$ cat config.mk
export PLATFORM = sky130hd
export DESIGN_NAME = bcd_display_driver
export DESIGN_NICKNAME = d
export VERILOG_FILES = /design/src/rtl/display_pkg.sv /design/src/rtl/bin2bcd_seq.sv /design/src/rtl/bcd_display_driver.sv
export SDC_FILE = /design/constraint.sdc
export NUM_CORES = 1
export LEC_CHECK = 0
export BUFFER_PORTS_ARGS = -buffer_cell sky130_fd_sc_hd__buf_2
export CAP_MARGIN = 20
export CORE_MARGIN = 2
export CORE_UTILIZATION = 60
export CTS_CLUSTER_DIAMETER = 40
export DETAILED_ROUTE_END_ITERATION = 8
export HOLD_SLACK_MARGIN = 0.1
export PLACE_DENSITY = 0.79
export REMOVE_ABC_BUFFERS = 1
export SETUP_SLACK_MARGIN = 0.1
export SYNTH_ARGS = -nofsm -noshare
export SYNTH_HDL_FRONTEND = slang
export SYNTH_SLANG_ARGS = --single-unit
$ cat constraint.sdc
create_clock -name clk -period 2.25 [get_ports clk]
set_input_delay 0.45 -clock clk [delete_from_list [all_inputs] [get_ports clk]]
set_output_delay 0.45 -clock clk [all_outputs]
set_load 0.02 [all_outputs]
$ cat src/rtl/display_pkg.sv
// Shared constants, FSM encoding and helpers
// for the BCD display driver slice.
package display_pkg;

    localparam int BIN_W   = 14;
    localparam int MAX_VAL = 9999;
    localparam int NDIG    = 4;
    localparam int BCD_W   = 4 * NDIG;

    localparam logic [NDIG-1:0] ANODE_OFF = 4'b1111;

    typedef enum logic [1:0] {
        IDLE  = 2'd0,
        SHIFT = 2'd1,
        LATCH = 2'd2
    } conv_state_t;

    // double-dabble correction: +3 on every nibble >= 5
    function automatic logic [BCD_W-1:0] dd_adjust(
        input logic [BCD_W-1:0] b
    );
        logic [BCD_W-1:0] r;
        r = b;
        for (int i = 0; i < NDIG; i++) begin
            if (b[4*i +: 4] >= 4'd5)
                r[4*i +: 4] = b[4*i +: 4] + 4'd3;
        end
        return r;
    endfunction

endpackage

$ cat src/rtl/bin2bcd_seq.sv
// Sequential double-dabble converter:
// one shift per cycle, BIN_W shifts, then LATCH.
module bin2bcd_seq
    import display_pkg::*;
(
    input  logic             clk,
    input  logic             rst_n,
    input  logic             start,
    input  logic [BIN_W-1:0] bin,
    output logic             busy,
    output logic             done,
    output logic [BCD_W-1:0] bcd
);

    localparam logic [3:0] LAST = 4'(BIN_W - 1);

    conv_state_t      state, state_n;
    logic [BIN_W-1:0] sh, sh_n;
    logic [BCD_W-1:0] acc, acc_n;
    logic [3:0]       cnt, cnt_n;

    // state register
    always_ff @(posedge clk) begin
        if (!rst_n)
            state <= IDLE;
        else
            state <= state_n;
    end

    // shift / accumulator / iteration registers
    always_ff @(posedge clk) begin
        if (!rst_n) begin
            sh  <= '0;
            acc <= '0;
            cnt <= '0;
        end else begin
            sh  <= sh_n;
            acc <= acc_n;
            cnt <= cnt_n;
        end
    end

    // next-state and datapath control
    always_comb begin
        state_n = state;
        sh_n    = sh;
        acc_n   = acc;
        cnt_n   = cnt;
        busy    = 1'b1;
        done    = 1'b0;
        unique case (state)
            IDLE: begin
                busy = 1'b0;
                if (start) begin
                    sh_n    = bin;
                    acc_n   = '0;
                    cnt_n   = '0;
                    state_n = SHIFT;
                end
            end
            SHIFT: begin
                {acc_n, sh_n} = {dd_adjust(acc), sh} << 1;
                cnt_n = cnt + 4'd1;
                if (cnt == LAST)
                    state_n = LATCH;
            end
            LATCH: begin
                done    = 1'b1;
                state_n = IDLE;
            end
            default: state_n = IDLE;
        endcase
    end

    assign bcd = acc;

endmodule

$ cat src/rtl/bcd_display_driver.sv
// Binary-to-BCD display driver: saturating capture,
// conversion, display register and anode scanner.
module bcd_display_driver
    import display_pkg::*;
#(
    parameter int REFRESH_DIV = 100000,
    parameter int CNT_W       = 17,
    parameter bit BLANK_LZ    = 1'b1
) (
    input  logic             clk,
    input  logic             rst_n,
    input  logic [BIN_W-1:0] value,
    input  logic             load,
    output logic             busy,
    output logic             ovf,
    output logic [3:0]       an,
    output logic [3:0]       digit
);

    localparam logic [BIN_W-1:0] SAT = BIN_W'(MAX_VAL);
    localparam logic [CNT_W-1:0] WRAP = CNT_W'(REFRESH_DIV - 1);

    logic             accept;
    logic             done;
    logic             ovf_pend;
    logic [BIN_W-1:0] sat_val;
    logic [BCD_W-1:0] bcd;
    logic [BCD_W-1:0] disp;
    logic [CNT_W-1:0] rcnt;
    logic [1:0]       idx;
    logic [NDIG-1:0]  lz;

    assign accept  = load & ~busy;
    assign sat_val = (value > SAT) ? SAT : value;

    bin2bcd_seq u_conv (
        .clk   (clk),
        .rst_n (rst_n),
        .start (accept),
        .bin   (sat_val),
        .busy  (busy),
        .done  (done),
        .bcd   (bcd)
    );

    // remember overflow of the accepted value until LATCH
    always_ff @(posedge clk) begin
        if (!rst_n)
            ovf_pend <= 1'b0;
        else if (accept)
            ovf_pend <= (value > SAT);
    end

    // display register and ovf update on LATCH
    always_ff @(posedge clk) begin
        if (!rst_n) begin
            disp <= '0;
            ovf  <= 1'b0;
        end else if (done) begin
            disp <= bcd;
            ovf  <= ovf_pend;
        end
    end

    // refresh counter and scan index
    always_ff @(posedge clk) begin
        if (!rst_n) begin
            rcnt <= '0;
            idx  <= '0;
        end else if (rcnt == WRAP) begin
            rcnt <= '0;
            idx  <= idx + 2'd1;
        end else begin
            rcnt <= rcnt + CNT_W'(1);
        end
    end

    // leading-zero flags: nibble i and all above are zero
    always_comb begin
        lz = '0;
        lz[NDIG-1] = (disp[BCD_W-1 -: 4] == 4'd0);
        for (int i = NDIG - 2; i >= 1; i--)
            lz[i] = lz[i+1] && (disp[4*i +: 4] == 4'd0);
    end

    // registered anode and digit outputs
    always_ff @(posedge clk) begin
        if (!rst_n) begin
            an    <= ANODE_OFF;
            digit <= 4'd0;
        end else begin
            if (BLANK_LZ && lz[idx])
                an <= ANODE_OFF;
            else
                an <= ~(4'b0001 << idx);
            digit <= disp[{idx, 2'b00} +: 4];
        end
    end

endmodule
# Word level (Yosys, flattened, before mapping)
# Index checks and enable logic that the tools add are counted.
# word_totals
reg_bits	81
inputBits	17
out_inout_bits	10
word_cells	64
# classes
eq_ne	6
bitwise_logic	3
mux	18
n_lt_le_gt_ge	6
addsub	7
n_reduce_logical	11
shift	2
# op_table
cell	count
$pmux 16 s2	1
$mux 14	2
$pmux 14 s2	1
$add 17x1->17 const B	1
$eq 17x17->1 const B	1
$ge 4x3->1 const B	4
$mux 16	1
$mux 4	4
$shiftx 16x5->4	1
$gt 14x14->1 const B	1
$add 4x2->4 const B	3
$logic_not 4->1	3
$pmux 4 s2	1
$add 4x1->4 const B	1
$eq 4x4->1 const B	1
$mux 2	2
$not 4->4	1
$pmux 2 s2	1
$reduce_and 2->1	2
$reduce_or 2->1	2
$shl 1x2->4 const A	1
$add 3x2->3 const B	1
$lt 2x3->1 const B	1
$mux 1	3
other kinds (12)	13

# Depth between registers and ports, before layout
# Gate-level depths: netlist (run 1).
# logic_depth
ltp_word	6
ltp_mapped	7
ltp_nobuf	6

# Hierarchy
# Synthesis (run 1) repeated with hierarchy kept, for this count alone.
# hier_totals
hier_cells	430
area_unflattened_um2	3877.5
# by_module_without_submodules
module	n_inst	cells_per_inst	seq_area_each_um2	area_each_um2
bcd_display_driver	1	206	900.9	2052.0
bin2bcd_seq	1	224	720.7	1825.5

# Worst setup path after synthesis (run 1)
# OpenSTA, ideal clock, no wires.
# synth_timing
path_type	register -> register
startpoint	register rcnt[5]
endpoint	register rcnt[5]
stages_incl_launch_ff	7
synth_period_minus_slack_ns	1.766
path_slack_ns	0.484
t_arrival_ns	1.651
n_path_buf	2
required_ns	2.135
setup_time_ns	0.115
cell_sequence	dfxtp_1 > or4b_4 > nor4_4 > nand2b_1 > buf_6 > buf_6 > nor2_1
# synth_between
elab_chain_len	2
word_cells_on_any_way	3
cone_classes	1 x add/sub; 1 x eq/ne; 1 x reduce/logical
# synth_lines
element	line_no	source
start: declaration	bcd_display_driver.sv:29	logic [CNT_W-1:0] rcnt;
start signal: assignment	bcd_display_driver.sv:74	rcnt <= rcnt + CNT_W'(1);
branches (longest 2 deep; another with $add 17x1->17)	--	
# Several ways; the timed one is not identified.
# A chain may end at the register's enable or synchronous reset.

# Worst setup path after layout (run 1)
# layout_timing
startpoint	register rcnt[11]
endpoint	register rcnt[4]
# layout_between
elab_chain_len	2
# layout_lines
element	line_no	source
$eq 17x17->1	bcd_display_driver.sv:70	end else if (rcnt == WRAP) begin
$reduce_or 2->1 (no source line)	--	
# No other way between the ends.

==> impl_metrics.env, run 1 <==
export IMPL_core_um2=5990
export IMPL_switching_power_uw=639
export IMPL_synth_ff_type="dfxtp_1"
export IMPL_power_frac_comb_pct=6.4
export IMPL_clkTransAtPathRegs_ns=0.08
export IMPL_drtPass1Iterations=4
export IMPL_die_area_um2=6890
export IMPL_cts_resized_gates=0
export IMPL_numCtsBuffers=9
export IMPL_crit_path_start_kind="flip-flop"
export IMPL_power_frac_seq_pct=56.7
export IMPL_seq_area_frac_synth_pct=43.3
export IMPL_synthToLayoutAreaGrowth_pct=9.72
export IMPL_yosysWarningCount=0
export IMPL_rows=28
export IMPL_setup_violations=0
export IMPL_fmax_mhz=540
export IMPL_final_common_cell="dfxtp_1"
export IMPL_setup_worst_path_class="flip-flop to flip-flop"
export IMPL_hold_viol=0
export IMPL_drt_iter0_drc=226
export IMPL_layout_common_cells="81 x dfxtp_1, 67 x nand2_1, 26 x a21boi_0, 26 x buf_2, 24 x o21ai_0"
export IMPL_die_w_um=83
export IMPL_insertedDiodeCount=0
export IMPL_grtUsageTotal_pct=22.2
export IMPL_whs_ns=0.347
export IMPL_port_buffers=26
export IMPL_ys_ff_latch=81
export IMPL_crit_path_end_kind="flip-flop"
export IMPL_grt_remaining_overflow=0
export IMPL_rrSetupSlack_ns=0.40
export IMPL_intPower_uw=1980
export IMPL_synth_enable_flop_cells=0
export IMPL_rsz0062_at_grt="no"
export IMPL_avgSynthCellArea_um2=8.81
export IMPL_routed_wl_um=7400
export IMPL_layout_drive_gt1_share_pct=13.9
export IMPL_synth_area_um2=3740
export IMPL_io_pins=27
export IMPL_swShare_pct=24.3
export IMPL_syn_inst=425
export IMPL_cp_startpoint="rcnt[11]"
export IMPL_rr_endpoint="rcnt[4]"
export IMPL_clk_latency_ns=0.35
export IMPL_cp_endpoint="rcnt[4]"
export IMPL_p_leak_uw=0.00151
export IMPL_place_congestion=0.845
export IMPL_ant_nets=0
export IMPL_regToRegStartpoint="rcnt[11]"
export IMPL_routedWlPerCell_um=14.0
export IMPL_postCtsHoldBufs=0
export IMPL_antenna_found_initial=0
export IMPL_grt_pass1_vias=2866
export IMPL_grt_pass1_wl_um=12600
export IMPL_peakVddDrop_uv=449
export IMPL_die_y_um=83
export IMPL_fin_crit_sh_pct=82.2
export IMPL_relSlewSlack_pct=56.6
export IMPL_cp_required_ns=2.49
export IMPL_cts_setup_buffers=0
export IMPL_tritoncts="yes"
export IMPL_reg2reg_depth=5
export IMPL_clkPwrFrac_pct=36.9
export IMPL_period_minus_slack_ns=1.85
export IMPL_htreeDepth=3
export IMPL_fin_nets=479
export IMPL_drt_vias_per_instance=5.68
export IMPL_slew_viol_final=0
export IMPL_drc=0
export IMPL_power_density_nw_per_um2=638
export IMPL_yosysUniqueCellTypes=43
export IMPL_worstMarginPinSlew_ns=0.651
export IMPL_clockBufferDepth=2
export IMPL_cts_root_buf="clkbuf_8"
export IMPL_fin_util_pct=68.6
export IMPL_fill_cells=485
export IMPL_fin_setup_tns_ns=0
export IMPL_synth_async_reset_ratio_pct=0
export IMPL_clock_skew_ns=0.00768
export IMPL_clock_sinks=81
export IMPL_cp_arrival_ns=2.09
export IMPL_crit_fanout=17
export IMPL_maxCapViolations=0
export IMPL_grt_max_degree=25
export IMPL_hpwlAfterDp_um=5310
export IMPL_vias=2995
export IMPL_status="complete, no violations"
export IMPL_initial_utilization_pct=62.5
export IMPL_worstHoldPathType="input pin to flip-flop"
-- worst max-delay path, cell delays in order (launching register included) --
cell      delay, ns
dfxtp_1        0.36
or4_1          0.59
nor4_4         0.34
nand2b_1       0.15
buf_4          0.22
nor2_1         0.07
-- stage by stage --
stage / std cells / cell area (um2) / setup WS [ns] / total power, uW
after detailed placement: 511 / 3930 / 0.268 / 1690
after global routing: 527 / 4110 / 0.339 / 2730
after floorplan: 402 / 3640 / 0.396 / 1610
after CTS: 527 / 4110 / 0.391 / 2640
final: 527 / 4110 / 0.399 / 2620
after global placement: 511 / 3930 / 0.353 / 1680
-- state kept, by name, indices dropped and copies added (netlist names) --
| register | count |
|---|---|
| idx | 2 |
| ovf | 1 |
| u_conv.cnt | 4 |
| u_conv.sh | 14 |
| digit | 4 |
| u_conv.state | 2 |
| ovf_pend | 1 |
| an | 4 |
| rcnt | 17 |
| u_conv.bcd | 16 |
| disp | 16 |
-- power groups by stage --
stage | Sequential [uW] | Clock [uW] | Combinational [uW]
6_report | 1490 | 967 | 169
2_1_floorplan | 1510 | 0 | 96.8
4_1_cts | 1490 | 982 | 169
3_3_place_gp | 1520 | 0 | 163
5_1_grt | 1490 | 1050 | 188
3_5_place_dp | 1520 | 0 | 169
-- synth_stat cells, types with 2 or more instances --
cell	number	share of area, %
dfxtp_1	81	43
nand2_1	67	6.7
a21boi_0	26	5.2
o21ai_0	24	3.2
nor2_1	23	2.3
nand3_1	22	2.9
clkbuf_1	19	1.9
inv_1	18	1.8
xnor2_1	17	4.0
ha_1	15	5.0
and2_1	11	1.8
nand2b_1	9	1.5
nor3_1	9	1.2
nand4_1	8	1.3
a21oi_1	7	0.94
nor2b_1	7	1.2
nor4_1	7	1.2
xor2_1	7	1.6
mux2_2	4	1.2
mux4_2	4	2.4
a21o_1	3	0.60
a221oi_1	3	0.70
a22oi_1	3	0.60
o21a_1	3	0.60
o2bb2ai_1	3	0.70
a222oi_1	2	0.53
and3_1	2	0.33
and4_1	2	0.47
buf_1	2	0.20
buf_6	2	0.60
o32ai_1	2	0.47
or4_1	2	0.40
-- kinds of logic (layout without fill, tap and decap cells) --
| logic type | Yosys count | after routing | share of synthesized area (%) |
|---|---|---|---|
| AO/OA/AOI/OAI | 81 | 81 | 14.7 |
| multiplexers | 9 | 9 | 3.88 |
| flip-flops | 81 | 81 | 43.3 |
| adder cells (fa/ha/maj) | 15 | 15 | 5.01 |
| buffers and inverters | 41 | 68 | 4.51 |
| AND/OR/NAND/NOR | 174 | 174 | 23.0 |
| XOR/XNOR | 24 | 24 | 5.61 |
-- area by class of cell --
| cell class | instances | area [um2] | area share, % |
|---|---|---|---|
| clock inverters | 5 | 30.0 | 0.731 |
| inverters | 18 | 67.6 | 1.64 |
| well taps | 75 | 93.8 | 2.28 |
| clock buffers | 11 | 151 | 3.68 |
| flip-flops and latches | 81 | 1620 | 39.5 |
| repair buffers | 34 | 190 | 4.63 |
| multi-input cells | 303 | 1950 | 47.6 |
-- worst min path at each step --
stage,from,to,slack [ns],cells past startpoint
2_1_floorplan,u_conv.sh[1],u_conv.sh[1],0.43,1
3_3_place_gp,u_conv.sh[2],u_conv.sh[2],0.44,1
3_5_place_dp,u_conv.sh[2],u_conv.sh[2],0.45,1
4_1_cts,value[7],u_conv.sh[7],0.34,3
5_1_grt,value[4],u_conv.sh[4],0.37,3
6_report,value[7],u_conv.sh[7],0.35,3
-- layer usage --
metal  GRT usage (%)  vias up  part of all wire, %
met3            5.07       11                  5.0
met2            36.4       83                   48
met5               0        -                    0
li1                -     1501                    -
met1            28.0     1400                   45
met4            9.84        0                  1.7
Note: power is estimated with default switching activity, not from simulation.
==> inputs of run 2 (changes only) <==
CORE_UTILIZATION = 54   (was 60)
PLACE_DENSITY = 0.75   (was 0.79)
clock period = 1.7 ns   (was 2.25 ns; I/O delays follow)
==> run 2 against run 1 <==
  * Setup slack worse by 0.35 ns
  * Largest cell class unchanged
  * Non-clock buffer count is 25 higher
  * Via count increased by 2.9%
  * Routed wire length up 4.6%
  * Sequential share of layout area fell by 2.5 points
  * Worst hold slack worse by 0.12 ns
  * Critical path depth unchanged
  * Critical path type unchanged
  * Combinational power is 54% higher
  * Largest power group unchanged
  * Global-route usage up 0.20 points
  * Sequential power is 32% higher
==> impl_metrics.env, run 2 (synthesis gave the netlist of run 1 again) <==
export IMPL_drt_vias_per_instance=5.55
export IMPL_vias=3083
export IMPL_placed_cell_area_um2=4110
export IMPL_grt_pass1_wl_um=13400
export IMPL_power_density_nw_per_um2=878
export IMPL_die_area_um2=7620
export IMPL_crit_path_start_kind="flip-flop"
export IMPL_io_pins=27
export IMPL_setup_violations=0
export IMPL_grt_pass1_vias=2928
export IMPL_cp_arrival_ns=1.88
export IMPL_insertedDiodeCount=0
export IMPL_core_um2=6760
export IMPL_maxCapViolations=0
export IMPL_drc=0
export IMPL_ant_nets=0
export IMPL_cts_root_buf="clkbuf_8"
export IMPL_regMostFlops="rcnt"
export IMPL_initial_utilization_pct=55.4
export IMPL_die_w_um=87.3
export IMPL_crit_path_end_kind="flip-flop"
export IMPL_grtUsageTotal_pct=22.4
export IMPL_clkTransAtPathRegs_ns=0.08
export IMPL_rrSetupSlack_ns=0.05
export IMPL_grt_max_degree=24
export IMPL_port_buffers=26
export IMPL_drtPass1Iterations=4
export IMPL_slew_viol_final=0
export IMPL_regToRegStartpoint="rcnt[13]"
export IMPL_p_leak_uw=0.00167
export IMPL_clk_latency_ns=0.35
export IMPL_largest_reg_flops=17
export IMPL_fin_nets=504
export IMPL_worstMarginPinSlew_ns=0.414
export IMPL_peakVddDrop_uv=570
export IMPL_numCtsBuffers=9
export IMPL_synthToLayoutAreaGrowth_pct=17.7
export IMPL_htreeDepth=3
export IMPL_routed_wl_um=7740
export IMPL_layout_common_cells="73 x dfxtp_1, 67 x nand2_1, 33 x buf_4, 26 x a21boi_0, 26 x buf_2"
export IMPL_relSlewSlack_pct=72.4
export IMPL_hpwlAfterDp_um=5440
export IMPL_min_from="value[7]"
export IMPL_reg2reg_depth=5
export IMPL_die_y_um=87.3
export IMPL_cp_required_ns=1.94
export IMPL_place_congestion=0.877
export IMPL_layout_drive_gt1_share_pct=21.9
export IMPL_finalInstanceArea_um2=4410
export IMPL_hold_end="u_conv.sh[7]"
export IMPL_fmax_mhz=607
export IMPL_hold_viol=0
export IMPL_routedWlPerCell_um=13.9
export IMPL_rsz0062_at_grt="yes"
export IMPL_rows=30
export IMPL_whs_ns=0.229
export IMPL_final_common_cell="dfxtp_1"
export IMPL_status="complete, no violations"
export IMPL_clock_sinks=81
export IMPL_antenna_found_initial=0
export IMPL_fin_setup_tns_ns=0
export IMPL_fill_cells=529
export IMPL_tritoncts="yes"
export IMPL_period_minus_slack_ns=1.65
export IMPL_clock_skew_ns=0.00755
export IMPL_worstHoldPathType="input pin to flip-flop"
export IMPL_clockBufferDepth=2
export IMPL_drt_iter0_drc=197
export IMPL_crit_fanout=9
export IMPL_rr_endpoint="rcnt[16]"
export IMPL_setup_worst_path_class="flip-flop to flip-flop"
export IMPL_grt_remaining_overflow=0
export IMPL_fin_crit_sh_pct=96.9
export IMPL_hold_path_depth=3
==> run 2: layout make-up <==
| class | count | area, um2 | area share, % |
|---|---|---|---|
| multi-input combinational | 303 | 2000 | 45.4 |
| sequential | 81 | 1630 | 37.0 |
| inverter | 18 | 67.6 | 1.53 |
| clock inverter | 3 | 90.1 | 2.04 |
| tap | 80 | 100 | 2.27 |
| clock buffer | 11 | 141 | 3.21 |
| timing repair buffer | 59 | 378 | 8.57 |
==> run 2: worst max-delay path by stage <==
stage,from,endpoint,cells past startpoint
after floorplan,rcnt[5],rcnt[10],4
after global placement,value[6],u_conv.sh[2],6
after detailed placement,value[6],u_conv.sh[3],6
after CTS,rcnt[13],rcnt[16],5
after global routing,rcnt[13],idx[1],5
final,rcnt[13],rcnt[16],5
==> run 2: worst max-delay path, stage by stage, from the launching register on <==
cell and delay [ns]:
dfxtp_2 0.32, or4b_4 0.54, nor4_4 0.29, nand2b_1 0.16, buf_4 0.17, nor2_1 0.06
==> run 2: per-stage QoR <==
stage          std cells  power (uW)  util, %  setup WS [ns]
4_1_cts              555        3890     64.6         0.0547
6_report             555        3870     65.3         0.0535
2_1_floorplan        402        2130        -         -0.154
3_3_place_gp         540        2250     60.9        -0.0177
5_1_grt              555        4020     65.3        -0.0698
3_5_place_dp         540        2260     60.9        -0.0522
==> run 2: report_power, final <==
part           leakage [uW]  internal (uW)  switching, uW
combinational      0.000893            114            146
sequential         0.000660           1940           28.2
clock              0.000115           1000            647
total               0.00167           3050            821
==> run 2: timing repair <==
item,CTS,global route
hold buffers,0,0
setup buffers,1,0
resized for setup,4,19
pin swaps,2,2
setup endpoints to repair,20,44
==> run 2: routing by layer <==
| metal | vias up | GRT usage (%) | share of wire [%] |
|---|---|---|---|
| li1 | 1560 | - | - |
| met1 | 1437 | 29.4 | 47 |
| met2 | 69 | 35.9 | 48 |
| met3 | 17 | 3.89 | 3.5 |
| met4 | 0 | 10.3 | 2.1 |
| met5 | - | 0 | 0 |
==> inputs of run 3 (changes only) <==
SYNTH_HIERARCHICAL = 1   (was unset)
==> run 3 against run 2 <==
  * Sequential power about the same
  * Cell count rose by 1.4%
  * Routed wire length is 2.1% lower
  * Synthesized cell count increased by 1.2%
  * First-iteration DRC count decreased by 13%
==> impl_metrics.env, run 3 <==
export IMPL_intPower_uw=2940
export IMPL_place_congestion=0.834
export IMPL_crit_path_start_kind="flip-flop"
export IMPL_synth_area_leaders="dfxtp_1 42%, o21ai_0 5.4%, ha_1 4.8%"
export IMPL_regToRegStartpoint="u_conv/bcd[9]"
export IMPL_drt_vias_per_instance=5.48
export IMPL_vias=3087
export IMPL_die_area_um2=7870
export IMPL_whs_ns=0.394
export IMPL_ant_nets=0
export IMPL_cts_root_buf="clkbuf_8"
export IMPL_clockBufferDepth=2
export IMPL_final_common_cell="dfxtp_1"
export IMPL_reg2reg_depth=6
export IMPL_largest_reg_flops=17
export IMPL_yosysTopAreaCell="dfxtp_1"
export IMPL_clock_sinks=81
export IMPL_grt_util_met3_pct=3.17
export IMPL_relSlewSlack_pct=69.0
export IMPL_switching_power_uw=919
export IMPL_hpwlAfterDp_um=5220
export IMPL_status="complete, no violations"
export IMPL_die_y_um=88.7
export IMPL_worstHoldPathType="input pin to flip-flop"
export IMPL_antenna_found_initial=0
export IMPL_synth_enable_flop_cells=0
export IMPL_cts_setup_buffers=0
export IMPL_drtPass1Iterations=4
export IMPL_port_buffers=26
export IMPL_worstMarginPinSlew_ns=0.464
export IMPL_regArea_um2=1620
export IMPL_rr_endpoint="u_conv/bcd[10]"
export IMPL_cp_arrival_ns=1.82
export IMPL_grt_pass1_vias=2841
export IMPL_grtUsageTotal_pct=20.5
export IMPL_fill_cells=568
export IMPL_ys_ff_latch=81
export IMPL_regMostFlops="rcnt"
export IMPL_clk_latency_ns=0.35
export IMPL_hold_viol=0
export IMPL_layout_common_cells="80 x dfxtp_1, 42 x o21ai_0, 34 x nand2_1, 28 x nor2_1, 26 x buf_2"
export IMPL_grtUsageMet1_pct=27.3
export IMPL_rrSetupSlack_ns=0.16
export IMPL_crit_path_end_kind="flip-flop"
export IMPL_met2_usage_pct=33.1
export IMPL_syn_inst=430
export IMPL_seq_area_frac_synth_pct=41.8
export IMPL_initial_utilization_pct=56.4
export IMPL_synthToLayoutAreaGrowth_pct=13.8
export IMPL_grt_pass1_wl_um=12800
export IMPL_routed_wl_um=7570
export IMPL_peakVddDrop_uv=515
export IMPL_htreeDepth=3
export IMPL_insertedDiodeCount=0
export IMPL_grt_remaining_overflow=0
export IMPL_synth_most_common_cell="dfxtp_1"
export IMPL_slew_viol_final=0
export IMPL_rsz0062_at_grt="no"
export IMPL_core_um2=6870
export IMPL_maxCapViolations=0
export IMPL_synth_async_reset_ratio_pct=0
export IMPL_clock_skew_ns=0.0142
export IMPL_fin_crit_sh_pct=90.7
export IMPL_multi_input_area_um2=2100
export IMPL_rows=30
export IMPL_min_from="value[13]"
export IMPL_netlist_area_leader_share_pct=41.8
export IMPL_io_pins=27
export IMPL_synth_ff_type="dfxtp_1"
export IMPL_swShare_pct=23.8
export IMPL_setup_violations=0
export IMPL_fin_nets=494
export IMPL_avgSynthCellArea_um2=9.02
export IMPL_hold_path_depth=3
export IMPL_power_frac_comb_pct=7.8
export IMPL_clkPwrFrac_pct=41.0
export IMPL_yosysUniqueCellTypes=52
export IMPL_grt_busiest_layer="met2"
export IMPL_power_density_nw_per_um2=875
export IMPL_finalInstanceArea_um2=4410
export IMPL_period_minus_slack_ns=1.54
export IMPL_p_leak_uw=0.00163
export IMPL_die_w_um=88.7
export IMPL_crit_fanout=4
export IMPL_hold_end="u_conv/sh[13]"
export IMPL_cp_required_ns=1.98
export IMPL_synth_area_um2=3880
export IMPL_power_frac_seq_pct=51.3
export IMPL_routedWlPerCell_um=13.5
export IMPL_fmax_mhz=649
export IMPL_grt_max_degree=24
export IMPL_clkTransAtPathRegs_ns=0.08
export IMPL_drt_iter0_drc=172
export IMPL_ys_top_cells_by_count="81 x dfxtp_1, 42 x o21ai_0, 34 x nand2_1, 29 x nor2_1, 24 x nor2b_1"
export IMPL_yosysWarningCount=6
export IMPL_layout_drive_gt1_share_pct=19.3
export IMPL_tritoncts="yes"
export IMPL_numCtsBuffers=9
export IMPL_setup_worst_path_class="flip-flop to flip-flop"
export IMPL_placed_cell_area_um2=4150
export IMPL_drc=0
run 3: cell count changes after synthesis, sizes merged, moves of 9 or more:
cell | previous run | this run
nor2b | 7 | 24
buf | 4 | 14
o21ai | 24 | 42
mux2i | 1 | 18
a21boi | 26 | 4
a21oi | 7 | 20
nand2 | 67 | 35
clkbuf | 19 | 10
run 3: cells by family after synthesis:
kind of cell	count (synthesis)	synth area share, %
buf+inv	38	4.81
mux	27	8.42
xor+xnor	21	4.74
compound gates	82	12.4
flops	81	41.8
fa+ha+maj	15	4.84
simple gates	166	23.0
run 3: worst max path at each step:
stage | slack, ns | cells after the start | startpoint | to
after floorplan | -0.75 | 7 | u_conv/state[1] | u_conv/cnt[1]
after global placement | -0.05 | 9 | value[6] | u_conv/sh[0]
after detailed placement | -0.13 | 9 | value[6] | u_conv/sh[0]
after CTS | 0.14 | 8 | u_conv/state[1] | u_conv/sh[10]
after global routing | 0.11 | 6 | u_conv/bcd[4] | u_conv/bcd[6]
final | 0.16 | 6 | u_conv/bcd[9] | u_conv/bcd[10]
run 3: per-stage QoR:
stage          total power (uW)  setup TNS [ns]  utilization [%]  setup WS (ns)  cells
6_report                   3860               0             64.2          0.159    563
2_1_floorplan              2190          -29.32                -         -0.753    406
5_1_grt                    4000               0             64.2          0.107    563
4_1_cts                    3880               0             63.8          0.139    563
3_5_place_dp               2320          -0.415             60.5         -0.131    547
3_3_place_gp               2310         -0.0451             60.5        -0.0451    547
run 3: timing repair:
item,4_1_cts,5_1_grt
setup endpoints to repair,0,29
endpoints found under the hold margin,0,0
resized for setup,0,8
hold buffers,0,0
run 3: metal layers:
| metal | wire (um) | share of wire, % |
|---|---|---|
| met5 | 0 | 0 |
| met3 | 296 | 3.9 |
| met1 | 3670 | 48 |
| met4 | 99 | 1.3 |
| met2 | 3510 | 46 |
run 3: worst max-delay path, stage by stage, from the launching register on:
cell and delay (ns):
dfxtp_1 0.39, inv_1 0.09, ha_1 0.18, nand2b_1 0.14
a21oi_1 0.19, mux2_2 0.35, o21ai_0 0.13
run 3: power by group through the flow:
stage                     logic (uW)  clock network [uW]  registers (uW)
after detailed placement         295                   0            2020
after CTS                        297                1610            1980
after floorplan                  170                   0            2020
final                            299                1580            1980
after global placement           286                   0            2020
after global routing             335                1680            1990
run 3: layout make-up:
| class | count | share of cell area [%] |
|---|---|---|
| timing repair buffer | 45 | 6.47 |
| clock buffer | 10 | 3.12 |
| clock inverter | 6 | 2.07 |
| multi-input combinational | 311 | 47.6 |
| inverter | 14 | 1.25 |
| tap | 96 | 2.72 |
| sequential | 81 | 36.8 |
